## src/rtl/profseq_pkg.sv

```systemverilog
// Shared constants for the profile sequencer: FSM state encoding, SPSR map,
// control words written to the profiler and result word counts.
package profseq_pkg;

  // FSM state encoding (plain constants so it can be reused by older tools)
  typedef logic [2:0] state_t;
  localparam state_t ST_IDLE    = 3'd0;
  localparam state_t ST_WR_MASK = 3'd1;
  localparam state_t ST_ENABLE  = 3'd2;
  localparam state_t ST_RUN     = 3'd3;
  localparam state_t ST_PAUSE   = 3'd4;
  localparam state_t ST_READ    = 3'd5;
  localparam state_t ST_DISABLE = 3'd6;

  // SPSR address map
  localparam logic [15:0] SPSR_BASE      = 16'hF800;
  localparam logic [15:0] SPSR_MASK_BASE = 16'hF801;
  localparam logic [15:0] SPSR_READ_BASE = 16'hF809;

  // Control words written to SPSR_BASE
  localparam logic [31:0] CTRL_ENABLE = 32'h0000_0200;
  localparam logic [31:0] CTRL_PAUSE  = 32'h0000_0600;
  localparam logic [31:0] CTRL_OFF    = 32'h0000_0000;

  // Result words read back after a run
  localparam int READ_WORDS_BASE  = 18;
  localparam int READ_WORDS_TOTAL = 20;

endpackage

```

## src/rtl/profile_sequencer.sv

```systemverilog
// Profile sequencer: programs event masks into the profiler over the SPSR
// write port, enables counting for a fixed number of cycles (or until abort),
// pauses, streams the counter words out, then turns the profiler off.
// Build option: define PROFSEQ_TOTAL_EN to also read back the unpaused
// total-count words (0xF809..0xF81C instead of 0xF809..0xF81A).
//
// Result stream handshake: resValid/resData/resIndex/resLast are stable while
// resValid=1 and resReady=0; a word is consumed on a cycle where both
// resValid and resReady are 1, and only then does the next word appear.
module profile_sequencer
  import profseq_pkg::*;
#(
  parameter int NUM_MASKS = 8
) (
  input  logic        clock,
  input  logic        reset,
  input  logic        startReq,
  input  logic        abortReq,
  input  logic [31:0] runCycles,
  input  logic        maskWe,
  input  logic [2:0]  maskIndex,
  input  logic [31:0] maskData,
  input  logic        stall,
  output logic        weSpsr,
  output logic [15:0] spsrWriteIndex,
  output logic [31:0] dataToProf,
  output logic [15:0] spsrReadIndex,
  input  logic [31:0] dataFromProf,
  output logic        resValid,
  input  logic        resReady,
  output logic [4:0]  resIndex,
  output logic [31:0] resData,
  output logic        resLast,
  output logic        busy,
  output logic        done,
  output logic [2:0]  fsm_state
);

`ifdef PROFSEQ_TOTAL_EN
  localparam int READ_WORDS = READ_WORDS_TOTAL;
`else
  localparam int READ_WORDS = READ_WORDS_BASE;
`endif

  state_t      state_q;
  logic [7:0]  step_q;     // mask index in WR_MASK, word index in READ
  logic [31:0] run_cnt_q;  // remaining RUN cycles including the current one
  logic [31:0] shadow_q [NUM_MASKS];
  logic [31:0] mask_word;
  logic        mask_last;
  logic        read_last;

  assign fsm_state = state_q;
  assign mask_last = (step_q == 8'(NUM_MASKS - 1));
  assign read_last = (step_q == 8'(READ_WORDS - 1));
  assign resData   = dataFromProf;
  assign resIndex  = spsrReadIndex[4:0];

  // Select the shadow mask for the current WR_MASK step
  always_comb begin
    mask_word = '0;
    for (int i = 0; i < NUM_MASKS; i++) begin
      if (step_q == 8'(i)) mask_word = shadow_q[i];
    end
  end

  // SPSR write/read ports and result stream, decoded from state and step
  always_comb begin
    weSpsr         = 1'b0;
    spsrWriteIndex = SPSR_BASE;
    dataToProf     = CTRL_OFF;
    spsrReadIndex  = SPSR_BASE;
    resValid       = 1'b0;
    resLast        = 1'b0;
    case (state_q)
      ST_WR_MASK: begin
        weSpsr         = 1'b1;
        spsrWriteIndex = SPSR_MASK_BASE + 16'(step_q);
        dataToProf     = mask_word;
      end
      ST_ENABLE: begin
        weSpsr     = 1'b1;
        dataToProf = CTRL_ENABLE;
      end
      ST_PAUSE: begin
        weSpsr     = 1'b1;
        dataToProf = CTRL_PAUSE;
      end
      ST_READ: begin
        spsrReadIndex = SPSR_READ_BASE + 16'(step_q);
        resValid      = 1'b1;
        resLast       = read_last;
      end
      ST_DISABLE: begin
        weSpsr     = 1'b1;
        dataToProf = CTRL_OFF;
      end
      default: ;
    endcase
  end

  // Sequencer FSM, shadow masks, run counter and busy/done flags
  always_ff @(posedge clock) begin
    if (!reset) begin
      state_q   <= ST_IDLE;
      step_q    <= '0;
      run_cnt_q <= '0;
      busy      <= 1'b0;
      done      <= 1'b0;
      for (int i = 0; i < NUM_MASKS; i++) shadow_q[i] <= '0;
    end else begin
      done <= 1'b0;
      case (state_q)
        ST_IDLE: begin
          // Shadow masks are only writable while idle
          for (int i = 0; i < NUM_MASKS; i++) begin
            if (maskWe && (maskIndex == 3'(i))) shadow_q[i] <= maskData;
          end
          if (startReq) begin
            run_cnt_q <= (runCycles == 32'd0) ? 32'd1 : runCycles;
            step_q    <= '0;
            busy      <= 1'b1;
            state_q   <= ST_WR_MASK;
          end
        end
        ST_WR_MASK: begin
          if (!stall) begin
            if (mask_last) begin
              step_q  <= '0;
              state_q <= ST_ENABLE;
            end else begin
              step_q <= step_q + 8'd1;
            end
          end
        end
        ST_ENABLE: begin
          if (!stall) state_q <= ST_RUN;
        end
        ST_RUN: begin
          // Abort seen this cycle leaves RUN on the next cycle
          if (abortReq || (run_cnt_q == 32'd1)) begin
            state_q <= ST_PAUSE;
          end else begin
            run_cnt_q <= run_cnt_q - 32'd1;
          end
        end
        ST_PAUSE: begin
          if (!stall) begin
            step_q  <= '0;
            state_q <= ST_READ;
          end
        end
        ST_READ: begin
          if (resReady) begin
            if (read_last) begin
              step_q  <= '0;
              state_q <= ST_DISABLE;
            end else begin
              step_q <= step_q + 8'd1;
            end
          end
        end
        ST_DISABLE: begin
          if (!stall) begin
            busy    <= 1'b0;
            done    <= 1'b1;
            state_q <= ST_IDLE;
          end
        end
        default: state_q <= ST_IDLE;
      endcase
    end
  end

endmodule

```

## config.mk

```make
export PLATFORM = sky130hd
export DESIGN_NAME = profile_sequencer
export DESIGN_NICKNAME = d
export VERILOG_FILES = /design/src/rtl/profseq_pkg.sv /design/src/rtl/profile_sequencer.sv
export SDC_FILE = /design/constraint.sdc
export NUM_CORES = 1
export LEC_CHECK = 0
export CAP_MARGIN = 40
export CORE_MARGIN = 3
export CORE_UTILIZATION = 47
export CTS_BUF_LIST = sky130_fd_sc_hd__clkbuf_8
export CTS_CLUSTER_SIZE = 12
export DETAILED_ROUTE_END_ITERATION = 6
export HOLD_SLACK_MARGIN = 0.05
export PLACE_DENSITY = 0.73
export SLEW_MARGIN = 20
export SYNTH_ARGS = -nofsm -noshare
export SYNTH_HDL_FRONTEND = slang
export SYNTH_SLANG_ARGS = --single-unit
```

## constraint.sdc

```tcl
create_clock -name clock -period 3.8 [get_ports clock]
set_input_delay 0.95 -clock clock [delete_from_list [all_inputs] [get_ports clock]]
set_output_delay 0.95 -clock clock [all_outputs]
set_load 0.05 [all_outputs]
```

==> impl_results.rst <==
.. list-table::
   :header-rows: 1

   * - Metric
     - Value
   * - Worst-skew pair later-pin latency
     - 0.60 ns
   * - Pin count of the biggest net entering global routing
     - 71
   * - Synth top area cells
     - sky130_fd_sc_hd__edfxtp_1 53%, sky130_fd_sc_hd__nor2_1 6.4%, sky130_fd_sc_hd__dfxtp_1 6.2%
   * - Part of the Yosys area used for sequential elements
     - 58.9%
   * - R2R Path Start
     - run_cnt_q[2]$_SDFFE_PN0P_
   * - Post-layout total power
     - 10.2 mW
   * - Final non-filler cell total
     - 1954
   * - Worst VDD drop
     - 354 µV
   * - FFs w/ async S/R, synth
     - 0%
   * - Worst relative slew slack
     - 47.9%
   * - Start-to-end type of the worst setup path
     - reg -> out
   * - Remaining number of nets flagged by the antenna check after routing
     - 0
   * - Clock tree root buffer cell
     - sky130_fd_sc_hd__clkbuf_8
   * - Met3 wirelength from detailed routing
     - 3780 µm
   * - Cell types with the highest counts after synthesis
     - 256 x sky130_fd_sc_hd__edfxtp_1, 250 x sky130_fd_sc_hd__nor2_1, 161 x sky130_fd_sc_hd__nand2_1
   * - Warning count from the yosys run
     - 0
   * - Post-DP HPWL
     - 24600 µm
   * - Slew at the pin closest to its max-slew limit
     - 0.775 ns
   * - Area of all placed cells without fillers
     - 18500 µm²
   * - Crit share post-route
     - 99.6%
   * - Floorplan core area
     - 30100 µm²
   * - Total of buffers placed on input and output ports
     - 136
   * - Run status
     - completed
   * - Flip-flop cell with the highest count after synthesis
     - sky130_fd_sc_hd__edfxtp_1
   * - Deepest level of the CTS H-tree
     - 2
   * - Setup crit end kind
     - output pin
   * - Area growth, synth to finish
     - 26.7%
   * - Required time worst endpoint
     - 2.85 ns
   * - Worst hold path startpoint
     - run_cnt_q[24]$_SDFFE_PN0P_
   * - Number of antenna violations at the first check in global routing
     - 1
   * - Origin of the worst setup path
     - step_q[6]$_SDFFE_PN0P_
   * - Overall routing resource usage
     - 22.4%
   * - DRT met1 WL
     - 16200 µm
   * - Max-slew violation total from the final report
     - 0
   * - Final routed wire length divided by cell count
     - 20.7 µm
   * - Area taken by multi-input logic gates
     - 5640 µm²
   * - Shortest period the worst path allows
     - 3.78 ns
   * - Remaining global-route overflow
     - 0
   * - Flop and latch count out of synthesis
     - 301
   * - Worst endpoint data arrival time
     - 2.83 ns
   * - Number of standard-cell rows in the floorplan
     - 63
   * - Die height
     - 182 µm
   * - Per-cell via count in the routed design
     - 5.95
   * - Classification of the worst-slack hold path
     - reg -> reg
   * - Maximum count of clock buffers along a single path
     - 3
   * - Hold buffer count at cts
     - 0
   * - Share of the synthesized area in the top cell type
     - 52.7%
   * - Weighted congestion reported at the end of routability-driven placement
     - 0.813
   * - Syn Area/Cell
     - 10.3 µm²
   * - Final sum of negative setup slack
     - 0 ns
   * - Final worst clock skew
     - 0.0423 ns
   * - Vias after detailed routing
     - 11600
   * - DRT Pass-1 Iters
     - 5
   * - Startpoint kind of the worst setup timing path
     - flip-flop
   * - Power density over the cells
     - 552 nW/µm²
   * - Worst hold slack across all endpoints
     - 0.475 ns
   * - Sequential cell area
     - 8600 µm²
   * - CTS Buf Count
     - 50
   * - Initial Util
     - 48.4%
   * - Worst Setup Slack post-DPL
     - 0.355 ns
   * - Critical path fanouts, max
     - 8
   * - Post-synth EDFFs
     - 256
   * - Worst Slack Setup Final
     - 0.0151 ns
   * - IO Pins
     - 215
   * - TritonCTS Sinks
     - 301
   * - Horizontal die dimension
     - 182 µm
   * - Met2 wire length
     - 19400 µm
   * - Cells after DPL
     - 1850
   * - Top Metal Used
     - met4
   * - Post-synthesis cell count
     - 1413
   * - Utilization of the core after routing
     - 61.4%
   * - Number of library cell types mapped by synthesis
     - 72
   * - Share of final-layout standard cells stronger than drive strength 1
     - 19.7%
   * - Peak clock frequency supported by timing
     - 264 MHz
   * - Leakage power total
     - 6.67 nW
   * - CTS tree
     - built
   * - Count of unresolved DRC violations after routing
     - 0
   * - Total of max-cap violations
     - 0
   * - First DRT Iteration DRCs
     - 1339
   * - Final hold viol count
     - 0
   * - Cell area reported after detailed placement
     - 16700 µm²
   * - Most repeated cell in the gate-level netlist after synthesis
     - sky130_fd_sc_hd__edfxtp_1
   * - Summed instance area of the synthesized netlist
     - 14600 µm²
   * - Final routed wirelength across all metal layers
     - 40400 µm
   * - Fill cell total of the finished layout
     - 2378
   * - Total of endpoints with negative setup slack in the final report
     - 0
   * - First-pass GRT wire length
     - 59700 µm
   * - Total Die Area
     - 33200 µm²
   * - RSZ-0062 raised after global routing
     - yes
   * - Number of global-route vias before repair
     - 11100
   * - CTS clk-pin slew, worst paths
     - 0.06 ns
   * - Cell taking the most area after synthesis
     - sky130_fd_sc_hd__edfxtp_1
   * - Net total in the final layout
     - 1635
-- metal layers --
| layer | vias to the layer above | global-route usage (%) |
|---|---|---|
| met5 | - | 0 |
| met4 | 0 | 7.83 |
| met3 | 69 | 3.97 |
| met2 | 611 | 35.9 |
| met1 | 5622 | 31.0 |
| li1 | 5318 | - |
-- area by class of cell --
| class | count | area share (%) |
|---|---|---|
| Multi-Input combinational cell | 921 | 30.5 |
| Inverter | 46 | 0.935 |
| Clock inverter | 41 | 1.33 |
| Antenna cell | 1 | 0.0135 |
| Clock buffer | 51 | 3.80 |
| Timing Repair Buffer | 203 | 14.2 |
| Sequential cell | 301 | 46.5 |
| Tap cell | 390 | 2.64 |
-- kinds of logic after synthesis --
group | after synthesis | synth area share, %
flops | 301 | 58.9
simple gates | 550 | 17.1
xor+xnor | 11 | 0.661
mux | 1 | 0.0686
buf+inv | 203 | 6.87
compound gates | 339 | 15.8
other cells | 2 | 0.0515
fa+ha+maj | 6 | 0.515
-- timing repair --
| action | in CTS | in global routing |
|---|---|---|
| resized for setup | 41 | 104 |
| setup endpoints to repair | 32 | 32 |
| buffers inserted | 1 | 2 |
| cloned | 0 | 7 |
| pin swaps | 15 | 35 |
-- worst max-delay path, stage by stage (launching register included) --
cell                        delay (ns)
sky130_fd_sc_hd__dfxtp_4          0.35
sky130_fd_sc_hd__or4_4            0.65
sky130_fd_sc_hd__nor3_4           0.29
sky130_fd_sc_hd__and2_4           0.29
sky130_fd_sc_hd__clkbuf_16        0.20
sky130_fd_sc_hd__a221oi_2         0.08
sky130_fd_sc_hd__a21oi_2          0.23
sky130_fd_sc_hd__buf_12           0.17
-- layout by cell type (no fill, tap or decap), types with 31 or more instances in the layout --
master                            instances
sky130_fd_sc_hd__edfxtp_1               256
sky130_fd_sc_hd__nor2_1                 248
sky130_fd_sc_hd__nand2_1                157
sky130_fd_sc_hd__a21oi_1                 78
sky130_fd_sc_hd__clkdlybuf4s50_1         78
sky130_fd_sc_hd__buf_12                  59
sky130_fd_sc_hd__inv_1                   58
sky130_fd_sc_hd__clkbuf_8                51
sky130_fd_sc_hd__buf_4                   48
sky130_fd_sc_hd__o21ai_0                 41
sky130_fd_sc_hd__dfxtp_1                 41
sky130_fd_sc_hd__nor2b_1                 31
-- sequential cells by signal, summed over array words and instances, names as in the netlist --
| signal | count |
|---|---|
| busy | 1 |
| done | 1 |
| fsm_state | 3 |
| run_cnt_q | 32 |
| shadow_q | 256 |
| step_q | 8 |
-- path summary, 6_finish.rpt --
| check | to | depth (start not counted) | slack, ns |
|---|---|---|---|
| max | dataToProf[0] | 7 | 0.02 |
| min | run_cnt_q[24]$_SDFFE_PN0P_ | 2 | 0.48 |
| max reg2reg | run_cnt_q[23]$_SDFFE_PN0P_ | 7 | 1.11 |
| min reg2reg | run_cnt_q[24]$_SDFFE_PN0P_ | 2 | 0.48 |
-- report_power, final --
part | total (mW) | internal [mW] | leakage, nW | switching, mW
Sequential | 4.06 | 3.90 | 3.02 | 0.165
Clock | 2.72 | 1.40 | 0.531 | 1.32
Combinational | 3.42 | 1.28 | 3.12 | 2.14
Total | 10.2 | 6.58 | 6.67 | 3.63
Note: power is estimated with default switching activity, not from simulation.
